[src/rtl/trisc_datapath.sv]
// TRISC register-transfer datapath: PC, MAR, MDR, IR, AC and a unified program/data memory.
// The control unit sequences every transfer through the control word C.
module trisc_datapath #(
    parameter int AW = 4,
    parameter int DW = 8
) (
    input  logic          SysClock,
    input  logic          Reset,
    input  logic [14:0]   C,
    output logic [3:0]    IRout,
    output logic          Zero,
    output logic          Neg,
    output logic [AW-1:0] PCout,
    output logic [DW-1:0] ACout,
    input  logic          ProgWE,
    input  logic [AW-1:0] ProgAddr,
    input  logic [DW-1:0] ProgData
);

    localparam logic [AW-1:0] PC_ONE = {{(AW-1){1'b0}}, 1'b1};
    localparam logic [DW-1:0] AC_ONE = {{(DW-1){1'b0}}, 1'b1};

    logic [AW-1:0] pc_reg, pc_next;
    logic [AW-1:0] mar_reg, mar_next;
    logic [DW-1:0] mdr_reg, mdr_next;
    logic [DW-1:0] ir_reg, ir_next;
    logic [DW-1:0] ac_reg, ac_next;
    logic [DW-1:0] mem [2**AW];
    logic          unused_c6;

    assign unused_c6 = C[6];

    // Program load wins over the datapath store; reset blocks only the store.
    always_ff @(posedge SysClock) begin
        if (ProgWE) begin
            mem[ProgAddr] <= ProgData;
        end else if (C[8] && !Reset) begin
            mem[mar_reg] <= mdr_reg;
        end
    end

    always_comb begin
        pc_next = pc_reg;
        if (C[14]) begin
            pc_next = ir_reg[AW-1:0];
        end else if (C[1]) begin
            pc_next = pc_reg + PC_ONE;
        end

        mar_next = mar_reg;
        if (C[4]) begin
            mar_next = ir_reg[AW-1:0];
        end else if (C[0]) begin
            mar_next = pc_reg;
        end

        mdr_next = mdr_reg;
        if (C[2]) begin
            mdr_next = mem[mar_reg];
        end else if (C[7]) begin
            mdr_next = ac_reg;
        end

        ir_next = C[3] ? mdr_reg : ir_reg;

        // Fixed priority keeps illegal multi-hot words deterministic.
        ac_next = ac_reg;
        if (C[13]) begin
            ac_next = '0;
        end else if (C[5]) begin
            ac_next = mdr_reg;
        end else if (C[9]) begin
            ac_next = ac_reg + mdr_reg;
        end else if (C[10]) begin
            ac_next = ac_reg - mdr_reg;
        end else if (C[11]) begin
            ac_next = ac_reg ^ mdr_reg;
        end else if (C[12]) begin
            ac_next = ac_reg + AC_ONE;
        end
    end

    always_ff @(posedge SysClock) begin
        if (Reset) begin
            pc_reg  <= '0;
            mar_reg <= '0;
            mdr_reg <= '0;
            ir_reg  <= '0;
            ac_reg  <= '0;
        end else begin
            pc_reg  <= pc_next;
            mar_reg <= mar_next;
            mdr_reg <= mdr_next;
            ir_reg  <= ir_next;
            ac_reg  <= ac_next;
        end
    end

    assign IRout = ir_reg[DW-1:DW-4];
    assign Zero  = (ac_reg == '0);
    assign Neg   = ac_reg[DW-1];
    assign PCout = pc_reg;
    assign ACout = ac_reg;

endmodule
[config.mk]
export PLATFORM = sky130hd
export DESIGN_NAME = trisc_datapath
export DESIGN_NICKNAME = d
export VERILOG_FILES = /design/src/rtl/trisc_datapath.sv
export SDC_FILE = /design/constraint.sdc
export NUM_CORES = 1
export LEC_CHECK = 0
export ABC_AREA = 1
export BUFFER_PORTS_ARGS = -buffer_cell sky130_fd_sc_hd__buf_2
export CORE_MARGIN = 2
export CORE_UTILIZATION = 40
export DETAILED_ROUTE_END_ITERATION = 10
export SLEW_MARGIN = 40
export SYNTH_ARGS = -nofsm -noshare
export SYNTH_HDL_FRONTEND = slang
export SYNTH_SLANG_ARGS = --single-unit
[constraint.sdc]
create_clock -name SysClock -period 6.1 [get_ports SysClock]
set_input_delay 1.22 -clock SysClock [delete_from_list [all_inputs] [get_ports SysClock]]
set_output_delay 1.22 -clock SysClock [all_outputs]
set_load 0.01 [all_outputs]
==> Flow_metrics.wiki <==
{| class="wikitable"
! Metric !! Value
|-
| Minimum period implied by the final worst setup slack || roughly 3.2 ns
|-
| Fraction of registers with async set/reset || 0
|-
| Area share of the largest cell type after synthesis || 0.493
|-
| Most frequent cells after synthesis || nor2_1 (144), edfxtp_1 (128), nand2_1 (105), o21ai_0 (86), inv_1 (64)
|-
| Seq cells post-synth || 164
|-
| Clk network pwr share || 0.415
|-
| Wire length per cell || 16.6 µm
|-
| Net switching fraction of the power || 0.245
|-
| Peak Freq || 311 MHz
|-
| Part of the total power dissipated in sequential elements || 0.472
|-
| Total Wirelength || 18600 µm
|-
| Number of nets in the synthesized netlist || around 860
|-
| PnR worst setup slack || approximately 2.9 ns
|-
| Initial antenna violation count || 0
|-
| Cts hold-fix bufs || 0
|-
| Fraction of layout cells with a size suffix above 1 || 0.124
|-
| Fraction of the yosys area taken by sequential cells || 0.586
|-
| Placeable Area || 0.0193 mm²
|-
| Total global routing track utilization || 0.183
|-
| Half-perimeter wire length of the detailed placement result || 12400 µm
|-
| Vias per cell || around 5
|-
| Flip-flop cell with the highest count after synthesis || edfxtp_1
|-
| # Max-Cap Violations || 0
|-
| Portion of the clock cycle consumed by the worst path in the final layout || 0.527
|-
| Post CTS Setup Buffer Count || 0
|-
| Setup Slack @ Placement || 2.41 ns
|-
| Clock tree from TritonCTS || built
|-
| Number of cells after detailed placement || 1083
|-
| Number of enable flip-flop cells after synthesis || 128
|-
| Number of input and output port buffers inserted || 46
|-
| Final worst clock skew || 0.00890 ns
|-
| Combinational cell fraction of total power || 0.113
|-
| Final setup violation count || 0
|-
| Result of the run || complete, no violations
|-
| Peak supply drop || roughly 210 µV
|-
| Die Footprint || 0.0206 mm²
|-
| Number of vias in the routed layout || 5711
|-
| Unrepaired setup endpoints after global routing || no
|-
| Die outline width || 144 µm
|-
| Post-detailed-route count of antenna-violating nets || 0
|-
| Global-route congestion overflow total || 0
|-
| Clock buffer count from CTS || 17
|-
| Final cell count without fillers || 1115
|-
| Number of placement rows || 51
|-
| Max clock buf depth || 2
|-
| Number of instances in the synthesized netlist || 809
|-
| Area leader, netlist || edfxtp_1
|-
| Count of inserted antenna diode cells || 0
|-
| CTS clk-pin slew, worst paths || approximately 0.060 ns
|-
| Clock network latency to the later pin of the worst-skew pair || 0.42 ns
|-
| First-iteration detailed-routing DRC count || 432
|-
| Cell variety after synth || 32
|-
| Most common cell in the netlist || nor2_1
|-
| Slew at the pin closest to its max-slew limit || 0.848 ns
|-
| Number of clock sinks || ~160
|-
| Classification of the worst setup path || input pin to flop
|-
| First-pass GRT wire length || 28000 µm
|-
| Die extent in y || 144 µm
|-
| Capturing element type of the critical path || flop
|-
| Reported net switching power || between 0.0006 and 0.0007 W
|-
| Max Transition Viols Final || 0
|-
| Pin count of the biggest net entering global routing || 66
|-
| Initial cell density of the core || 0.404
|-
| Syn Std Cell Area || 0.00779 mm²
|-
| Type of the most critical hold path || flop to flop
|-
| RD Place Congestion || around 0.84
|-
| Post-cts repair resize count || 0
|-
| Depth of the CTS H-tree || 4
|-
| Total internal power || approximately 0.0020 W
|-
| Number of DRC violations after detailed routing || 0
|-
| CTS Root Buffer Type || clkbuf_16
|-
| Lkg Pwr || approximately 3.4 nW
|-
| Final count of hold timing violations || 0
|-
| Mean area per synthesized cell || 9.63 µm²
|-
| Headroom to the max-slew limit || 0.433
|-
| Power density cells || around 300 mW/mm²
|-
| Register bank with the most flops || mem
|-
| Aggregate negative setup slack || 0 ns
|-
| Number of flip-flops under the largest register name || 128
|-
| Data required time of the critical path || 6.15 ns
|-
| Critical path launch point type || input pin
|-
| Area grow syn2layout || 13.0%
|-
| I/O Pins || 48
|-
| Net count, final || 886
|-
| Router iterations before antenna repair || 5
|-
| Arrival time at the worst endpoint || 3.26 ns
|-
| Via count of the first global-routing pass || 5216
|-
| Ys Warns || 0
|-
| Biggest fanout along the worst timing path || 24
|-
| Leading post-synthesis cells by cell area || edfxtp_1 (49%), dfxtp_1 (9.3%), nor2_1 (6.9%), o21ai_0 (5.5%), nand2_1 (5.1%)
|}
## critical path: stages
cell and delay (ns):
buf_2 0.19, inv_2 0.26, nand3b_4 0.31, o21ai_2 0.36, nand3_1 0.20, nor2_1 0.70
## area by class of cell
| class | instances | area (µm²) |
|---|---|---|
| Clock inverter | 12 | 179 |
| Timing Repair Buffer | 52 | 275 |
| Tap cell | 265 | 332 |
| Clock buffer | 20 | 447 |
| Multi-Input combinational cell | 533 | 2740 |
| Inverter | 69 | 262 |
| Fill cell | 1825 | 10500 |
| Sequential cell | 164 | 4570 |
## metrics by stage
step,cell area (µm²),power [W],hold slack [ns],utilization
2_1_floorplan,7790,0.00151,0.467,-
3_5_place_dp,8180,0.00160,0.500,0.424
6_report,8810,0.00270,0.505,0.457
4_1_cts,8800,0.00271,0.508,0.457
5_1_grt,8810,0.00280,0.532,0.457
3_3_place_gp,8130,0.00160,0.495,0.422
## routing by layer
metal  up-vias  global-route usage  wire length (µm)
li1       2856                   -                 -
met5         -                   0                 0
met4         0              0.0764               323
met1      2691               0.240              8300
met3        28              0.0283               852
met2       136               0.303              9080
## cell usage in the layout, fill, tap and decap left out, types with 7 or more instances in the layout
| master | n |
|---|---|
| a21oi_1 | 40 |
| buf_2 | 46 |
| clkbuf_16 | 17 |
| dfxtp_1 | 34 |
| edfxtp_1 | 128 |
| ha_1 | 17 |
| inv_1 | 64 |
| nand2_1 | 105 |
| nand3_1 | 51 |
| nor2_1 | 141 |
| o211ai_1 | 27 |
| o21ai_0 | 78 |
| o21ai_1 | 18 |
| o22ai_1 | 7 |
| xor2_1 | 7 |
## logic make-up (layout without fill, tap and decap cells)
logic type	count (synthesis)	in the layout	share of synthesized area
xor+xnor	8	8	0.00899
simple gates	313	313	0.164
buf+inv	112	153	0.0678
compound gates	193	193	0.140
flops	164	164	0.586
fa+ha+maj	19	19	0.0324
## power by group through the flow
stage	combinational, W	clock [W]	sequential, W
2_1_floorplan	0.000222	0	0.00128
3_3_place_gp	0.000297	0	0.00130
3_5_place_dp	0.000303	0	0.00130
4_1_cts	0.000305	0.00113	0.00128
5_1_grt	0.000341	0.00118	0.00128
6_report	0.000304	0.00112	0.00128
## final timing paths
| kind | start | to | slack (ns) | cells after the start |
|---|---|---|---|---|
| setup / recovery | Reset | mem[9][3]$_DFFE_PP_ | 2.89 | 6 |
| setup reg to reg | flop | mdr_reg[2]$_SDFFE_PP0P_ | 3.64 | 8 |
| hold / removal | PCout[3]$_SDFFE_PP0P_ | PCout[3]$_SDFFE_PP0P_ | 0.51 | 2 |
| hold reg to reg | PCout[3]$_SDFFE_PP0P_ | PCout[3]$_SDFFE_PP0P_ | 0.51 | 2 |
(Power assumes the default switching activity.)
